File: config.mk
export PLATFORM = sky130hd
export DESIGN_NAME = tea_iterative_encryptor_flat
export DESIGN_NICKNAME = d
export VERILOG_FILES = /design/src/rtl/tea_iterative_encryptor_if.sv /design/src/rtl/tea_iterative_encryptor.sv /design/src/flat_wrapper.sv
export SDC_FILE = /design/constraint.sdc
export NUM_CORES = 1
export LEC_CHECK = 0
export ABC_AREA = 1
export CAP_MARGIN = 20
export CORE_MARGIN = 2
export CORE_UTILIZATION = 48
export CTS_BUF_LIST = sky130_fd_sc_hd__clkbuf_2
export DETAILED_ROUTE_END_ITERATION = 7
export PLACE_DENSITY = 0.68
export RECOVER_POWER = 50
export REMOVE_ABC_BUFFERS = 1
export SLEW_MARGIN = 25
export SYNTH_ARGS = -nofsm -noshare
export SYNTH_HDL_FRONTEND = slang
export SYNTH_SLANG_ARGS = --single-unit
File: constraint.sdc
create_clock -name clk -period 12.9 [get_ports clk]
set_input_delay 2.58 -clock clk [delete_from_list [all_inputs] [get_ports clk]]
set_output_delay 2.58 -clock clk [all_outputs]
set_load 0.02 [all_outputs]
File: src/rtl/tea_iterative_encryptor_if.sv
// Handshake bundle for the iterative TEA encryptor: plaintext/key in, ciphertext out.
// The master side is the block feeding plaintext and consuming ciphertext.
interface tea_iterative_encryptor_if;
   logic          in_valid;
   logic          in_ready;
   logic [63:0]   inBlock64;
   logic [127:0]  key;
   logic          out_valid;
   logic          out_ready;
   logic [63:0]   outBlock64;

   modport master (
      output in_valid, inBlock64, key, out_ready,
      input  in_ready, out_valid, outBlock64
   );

   modport slave (
      input  in_valid, inBlock64, key, out_ready,
      output in_ready, out_valid, outBlock64
   );
endinterface

File: src/rtl/tea_iterative_encryptor.sv
// Iterative TEA encryptor: one full TEA cycle (both half-rounds) per enabled clock.
// Accepts a block in IDLE, iterates ROUNDS times in RUN, and holds the ciphertext in DONE.
module tea_iterative_encryptor #(
   parameter int unsigned ROUNDS = 32,
   parameter logic [31:0] DELTA  = 32'h9E3779B9
) (
   input  logic                        clk,
   input  logic                        rst,
   input  logic                        ena,
   tea_iterative_encryptor_if.slave    bus
);

   localparam int unsigned            CNT_W    = $clog2(ROUNDS) + 1;
   localparam logic [CNT_W-1:0]       LAST_CNT = CNT_W'(ROUNDS - 1);

   typedef enum logic [1:0] {
      IDLE,
      RUN,
      DONE
   } state_t;

   state_t            state;
   state_t            state_nxt;
   logic [CNT_W-1:0]  cnt;
   logic [31:0]       sum;
   logic [31:0]       v0;
   logic [31:0]       v1;
   logic [127:0]      key_q;
   logic              out_valid_q;
   logic [63:0]       out_block_q;

   logic              accept;
   logic              step;
   logic              last_round;
   logic              consume;
   logic [31:0]       sum_nxt;
   logic [31:0]       v0_nxt;
   logic [31:0]       v1_nxt;

   assign bus.in_ready   = (state == IDLE) && ena && !rst;
   assign bus.out_valid  = out_valid_q;
   assign bus.outBlock64 = out_block_q;

   assign accept     = bus.in_valid && bus.in_ready;
   assign step       = (state == RUN) && ena;
   assign last_round = step && (cnt == LAST_CNT);
   assign consume    = (state == DONE) && ena && out_valid_q && bus.out_ready;

   // The second half-round consumes the freshly updated v0, so both live in one cycle.
   always_comb begin
      sum_nxt = sum + DELTA;
      v0_nxt  = v0 + (((v1 << 4) + key_q[127:96]) ^ (v1 + sum_nxt) ^ ((v1 >> 5) + key_q[95:64]));
      v1_nxt  = v1 + (((v0_nxt << 4) + key_q[63:32]) ^ (v0_nxt + sum_nxt) ^ ((v0_nxt >> 5) + key_q[31:0]));
   end

   // NOTE: every output of a combinational block gets a default first, so no path infers a latch.
   always_comb begin
      state_nxt = state;
      unique case (state)
         IDLE:    if (accept)     state_nxt = RUN;
         RUN:     if (last_round) state_nxt = DONE;
         DONE:    if (consume)    state_nxt = IDLE;
         default:                 state_nxt = IDLE;
      endcase
   end

   // NOTE: sequential state uses non-blocking assignments so every register sees pre-edge values.
   always_ff @(posedge clk) begin
      if (rst) state <= IDLE;
      else     state <= state_nxt;
   end

   // NOTE: the datapath is cleared on reset too, so an aborted block leaves no trace on the outputs.
   always_ff @(posedge clk) begin
      if (rst) begin
         cnt         <= '0;
         sum         <= '0;
         v0          <= '0;
         v1          <= '0;
         key_q       <= '0;
         out_valid_q <= 1'b0;
         out_block_q <= '0;
      end else begin
         if (accept) begin
            cnt   <= '0;
            sum   <= '0;
            v0    <= bus.inBlock64[63:32];
            v1    <= bus.inBlock64[31:0];
            key_q <= bus.key;
         end
         if (step) begin
            cnt <= cnt + 1'b1;
            sum <= sum_nxt;
            v0  <= v0_nxt;
            v1  <= v1_nxt;
         end
         if (last_round) begin
            out_valid_q <= 1'b1;
            out_block_q <= {v0_nxt, v1_nxt};
         end
         if (consume) out_valid_q <= 1'b0;
      end
   end

endmodule

File: src/flat_wrapper.sv
// flat-port wrapper written by rule: the top's interface ports become plain ports
module tea_iterative_encryptor_flat 
#(
   parameter int unsigned ROUNDS = 32,
   parameter logic [31:0] DELTA  = 32'h9E3779B9
)
  (clk, rst, ena, bus_in_valid, bus_inBlock64, bus_key, bus_out_ready, bus_in_ready, bus_out_valid, bus_outBlock64);
  tea_iterative_encryptor_if bus_i ();
  input  logic clk;
  input  logic rst;
  input  logic ena;
  input wire logic [$bits(bus_i.in_valid)-1:0] bus_in_valid;
  input wire logic [$bits(bus_i.inBlock64)-1:0] bus_inBlock64;
  input wire logic [$bits(bus_i.key)-1:0] bus_key;
  input wire logic [$bits(bus_i.out_ready)-1:0] bus_out_ready;
  output wire logic [$bits(bus_i.in_ready)-1:0] bus_in_ready;
  output wire logic [$bits(bus_i.out_valid)-1:0] bus_out_valid;
  output wire logic [$bits(bus_i.outBlock64)-1:0] bus_outBlock64;
  assign bus_i.in_valid = bus_in_valid;
  assign bus_i.inBlock64 = bus_inBlock64;
  assign bus_i.key = bus_key;
  assign bus_i.out_ready = bus_out_ready;
  assign bus_in_ready = bus_i.in_ready;
  assign bus_out_valid = bus_i.out_valid;
  assign bus_outBlock64 = bus_i.outBlock64;
  tea_iterative_encryptor #(.ROUNDS(ROUNDS), .DELTA(DELTA)) u_core (.clk(clk), .rst(rst), .ena(ena), .bus(bus_i));
endmodule
* After elaboration in Yosys (flattened, before gate mapping)
Cells that the tools add are included. W data, S select, Z words.
Operators by class: add/subtract/negate cells 10, eq/ne operators 6, multiplexer cells 12, bitwise logic cells 4, reduce and logical (&&, ||, !) cells 13
Operator list (number):
- $add A32 B32 Y32 | 6
- $mux W32 | 6
- $xor A32 B32 Y32 | 4
- $add A27 B32 Y32 | 2
- $add A32 B32 Y32 const B | 1
- $mux W6 | 2
- $logic_and A1 B1 Y1 | 8
- $add A6 B1 Y6 const B | 1
- $eq A6 B5 Y1 const B | 1
- $mux W2 | 3
- $ne A2 B1 Y1 const B | 3
- $pmux W2 S3 | 1
- $reduce_and A3 Y1 | 1
- $eq A2 B1 Y1 const B | 1
- $eq A2 B2 Y1 const B | 1
- $logic_not A2 Y1 | 1
- $reduce_bool A2 Y1 | 1
- $reduce_or A2 Y1 | 1
- $logic_not A1 Y1 | 1
Storage, ports and cells: register bits 297, output and inout bits 66, logic and storage cells 53

* Logic depth before layout (Yosys ltp)
depth after elaboration 10, depth in mapped cells 63, depth with buffers taken out 63

* Worst setup path before layout
Ideal clock, no wire load.
kind register to register, start register u_core.sum[0], end register u_core.out_block_q[31] (netlist: u_core.bus.outBlock64[31]), setup time 0.113 ns, data arrival time 7.390 ns, required time 12.787 ns, setup slack 5.397 ns, cell stages (with the launch flop) 55, clock period less this slack 7.503 ns, cell sequence dfxtp_1 ha_1 nand2_1 inv_1 nor2_1 nand3b_1 nand2_1 nand3_1 nand2_1 xor2_1 inv_1 ha_1 nand2_1 nor2_1 inv_1 o21ai_1 a21oi_1 o21ai_1 (+19 left out) nand3_1 a21oi_1 o21ai_0 xor2_1 xnor2_1 ha_1 nand2_1 nand2_1 a21o_1 a221oi_1 o21a_1 nand2_1 nand3_1 nand2_1 nand2_1 nand2_2 o21ai_1 inv_1
On the way: word-level cells in the longest chain between the ends 9
RTL lines:
- from (decl) | line tea_iterative_encryptor.sv:25 | logic [31:0] sum;
- from (signal assigned) | line tea_iterative_encryptor.sv:93 | sum <= sum_nxt;
- $add A32 B32 Y32 * | line tea_iterative_encryptor.sv:51 | sum_nxt = sum + DELTA;
- $add A32 B32 Y32 * | line tea_iterative_encryptor.sv:52 | v0_nxt = v0 + (((v1 << 4) + key_q[127:96]) ^ (v1 + sum_nxt) ^ ((v1 >> 5) + key_q[95:64]));
- $xor A32 B32 Y32 * (2 in series) | line tea_iterative_encryptor.sv:52
- $add A32 B32 Y32 * | line tea_iterative_encryptor.sv:52
- named net u_core.v0_nxt[26] | line tea_iterative_encryptor.sv:37 | logic [31:0] v0_nxt;
- $add A32 B32 Y32 | line tea_iterative_encryptor.sv:53 | v1_nxt = v1 + (((v0_nxt << 4) + key_q[63:32]) ^ (v0_nxt + sum_nxt) ^ ((v0_nxt >> 5) + key_q[31:0]));
- $xor A32 B32 Y32 | line tea_iterative_encryptor.sv:53
- $xor A32 B32 Y32 * | line tea_iterative_encryptor.sv:53
- $add A32 B32 Y32 * | line tea_iterative_encryptor.sv:53
- to (signal assigned) | line tea_iterative_encryptor.sv:99 | out_block_q <= {v0_nxt, v1_nxt};
- to (decl) | line tea_iterative_encryptor.sv:30 | logic [63:0] out_block_q;
Mark *: on every way through the listed nets, which the timed path passes. The rest lies on a longest branch. A chain may end at the register's enable or synchronous reset.

* Worst setup path in the final report
start register u_core.sum[0], end register u_core.v1[31]
On the way: word-level cells in the longest chain between the ends 10
RTL lines:
- $add A32 B32 Y32 * | line tea_iterative_encryptor.sv:51
- $add A32 B32 Y32 * | line tea_iterative_encryptor.sv:52
- $xor A32 B32 Y32 * (2 in series) | line tea_iterative_encryptor.sv:52
- $add A32 B32 Y32 * | line tea_iterative_encryptor.sv:52
- named net u_core.v0_nxt[24] | line tea_iterative_encryptor.sv:37
- $add A32 B32 Y32 | line tea_iterative_encryptor.sv:53
- $xor A32 B32 Y32 | line tea_iterative_encryptor.sv:53
- $xor A32 B32 Y32 * | line tea_iterative_encryptor.sv:53
- $add A32 B32 Y32 * | line tea_iterative_encryptor.sv:53
- $mux W32 * | line tea_iterative_encryptor.sv:91 | if (step) begin
- to (signal assigned) | line tea_iterative_encryptor.sv:88 | v1 <= bus.inBlock64[31:0];
- to (signal assigned) | line tea_iterative_encryptor.sv:95 | v1 <= v1_nxt;
- to (decl) | line tea_iterative_encryptor.sv:27 | logic [31:0] v1;
Marked as above.

==> impl_metrics.py <==
metrics = {
    "outcome": {
        "status": "finished, violations left",
        "failed_checks": "max-capacitance violations, max-slew violations",
    },
    "global_route": {
        "grt_pass1_vias": 23900,
        "grt_overflow": 0,
        "grt_pass1_wl_um": 128000,
        "grt_usage": 0.308,
        "antenna_found_initial": 2,
        "grt_max_degree": 98,
    },
    "layout": {
        "multi_input_area_mm2": 0.0170,
        "drive_above_1_share": 0.0590,
        "n_fill_cell": 5203,
        "area_delta_synth_final_pct": 15.6,
        "final_nets": 4364,
        "seqCellArea_mm2": 0.00595,
    },
    "cts": {
        "cts_tree": "yes",
        "cts_resized": 0,
        "cts-htree-levels": 3,
        "insertion_delay_ns": 1.14,
        "clkTransAtPathRegs_ns": 0.10,
        "clk_path_buf_depth": 3,
        "cts_setup_buffers": 0,
        "cts_made_buffers": 82,
        "ctsHoldBuffers": 0,
        "root_buffer": "clkbuf_2",
        "cts.sinks": 297,
    },
    "yosys": {
        "ys_warn_count": 0,
        "ys_ff_latch": 297,
        "yosysMostFrequentCell": "nand2_1",
        "seq_area_frac_synth": 0.241,
        "syn_area_mm2": 0.0247,
        "synthCells": 3650,
        "synth_commonest_cells": "nand2_1 (1012), a21oi_1 (422), inv_1 (348)",
        "syn_avg_cell_area_um2": 6.76,
        "synth_cell_types": 61,
        "yosysTopAreaCell": "dfxtp_1",
        "async_reset_ff_frac": 0,
        "synth_edf_count": 0,
        "ys.flop_type": "dfxtp_1",
        "netlist.area_leader.share": 0.241,
        "synth_area_leaders": "dfxtp_1 (24%), nand2_1 (15%), ha_1 (13%)",
    },
    "die": {
        "die_h_um": 231,
        "die_area_mm2": 0.0532,
        "core_mm2": 0.0511,
        "ios": 263,
        "die_x_um": 231,
        "core.rowCount": 83,
        "start_util": 0.483,
    },
    "timing": {
        "period_needed_ns": 9.72,
        "setup-tns-final_ns": 0,
        "fmax_mhz": 103,
        "rsz0062_at_grt": "false",
        "finalCritPeriodShare": 0.754,
        "finalClockSkew_ns": 0.120,
        "hold_viol": 0,
        "finalSetupViolCount": 0,
        "drv_slew": 468,
        "slew_headroom": -1.76,
        "tightest_slew_ns": 4.14,
    },
    "place": {
        "portBuffers": 262,
        "place_congestion": 0.981,
        "dpl.hpwl_um": 65200,
    },
    "worst_setup_path": {
        "crit_start": "u_core.sum[0]",
        "cpPeakStageDelay_ns": 0.63,
        "critPathSlowestCell": "xnor2_1",
        "cp.arrival_ns": 10.72,
        "cp-start-kind": "flip-flop",
        "worst_path_most_repeated_cell": "nand2_1",
        "crit_required_ns": 13.89,
        "rr_endpoint": "u_core.v1[31]",
        "cp-endpoint": "u_core.v1[31]",
        "reg2reg_from": "u_core.sum[0]",
        "end_kind": "flip-flop",
        "cp_max_fo": 5,
        "reg2reg_depth": 52,
        "r2r_setup_slack_ns": 3.18,
        "critPathKind": "flip-flop to flip-flop",
    },
    "detailed_routing": {
        "via_count": 25100,
        "drcViolationCount": 0,
        "drtPass1Iterations": 5,
        "ant_nets": 0,
        "drt_iter0_markers": 1929,
        "wire_per_inst_um": 17.9,
        "via_per_inst": 5.39,
        "wirelength_um": 83200,
    },
    "job": {
        "cap_violations": 6,
    },
    "hold_path": {
        "whs_path_depth": 2,
        "hold_start": "u_core.key_q[95]",
        "hold_path_class": "flip-flop to flip-flop",
    },
}
## placed cells by master (no fill, tap or decap), types with 118 or more instances in the layout
cell	n
a21oi_1	422
clkbuf_2	118
clkdlybuf4s50_1	225
dfxtp_1	297
ha_1	247
inv_1	347
nand2_1	1011
nor2_1	243
o21ai_0	165
xnor2_1	126
xor2_1	213
## critical path: cells and delay by family, from the launching register on
kind	cells	cell delay [ns]
AO/OA/AOI/OAI	13	2.67
XOR/XNOR	5	1.74
adder cells (fa/ha/maj)	5	1.67
buffers and inverters	3	0.18
flip-flops	1	0.36
AND/OR/NAND/NOR	26	3.01
## registers in the layout (all words and copies together), names as in the netlist
signal,count
u_core.key_q,128
u_core.v1,32
u_core.state,2
u_core.v0,32
u_core.bus.outBlock64,64
u_core.sum,32
u_core.bus.out_valid,1
u_core.cnt,6
## routing by layer
layer,up-vias,track usage,share of wire
met5,-,0,0.00016
li1,12600,-,-
met3,142,0.0410,0.068
met4,2,0.104,0.030
met2,784,0.492,0.44
met1,11500,0.426,0.46
## stage by stage
stage | utilization | hold slack (ns) | setup slack [ns] | area [um2] | cells
finish | 0.558 | 0.474 | 3.18 | 28500 | 4645
global route | 0.558 | 0.491 | 2.39 | 28500 | 4644
CTS | 0.559 | 0.475 | 3.33 | 28500 | 4643
detailed placement | 0.546 | 0.462 | 3.38 | 27900 | 4508
global placement | 0.546 | 0.459 | 3.30 | 27900 | 4508
floorplan | - | 0.444 | 3.56 | 24300 | 3550
## logic make-up (layout without fill, tap and decap cells)
group / Yosys count / in the layout / share of synthesized area
AOI/OAI and AO/OA: 817 / 817 / 0.188
xor gates and xnor gates: 344 / 344 / 0.125
adders and majority gates: 255 / 255 / 0.132
buffers and inverters: 459 / 772 / 0.0711
DFF: 297 / 297 / 0.241
other: 0 / 2 / 0
and+or+nand+nor: 1478 / 1478 / 0.243
## layout make-up
type	count	area share
Inverter	359	0.0473
Clock inverter	17	0.00246
Antenna cell	2	0.000175
Clock buffer	118	0.0207
Sequential cell	297	0.208
Multi-Input combinational cell	2894	0.596
Timing Repair Buffer	278	0.0955
Tap cell	680	0.0298
## worst min path at each step
stage	to	slack [ns]
after detailed placement	u_core.key_q[95]	0.46
after floorplan	u_core.key_q[0]	0.44
final	u_core.key_q[95]	0.47
after global routing	u_core.key_q[54]	0.49
after global placement	u_core.key_q[95]	0.46
after CTS	u_core.key_q[95]	0.48
Power is left out: the tool's default activity adds up to more than one toggle a clock period on the data nets, which glitch-free logic cannot reach.
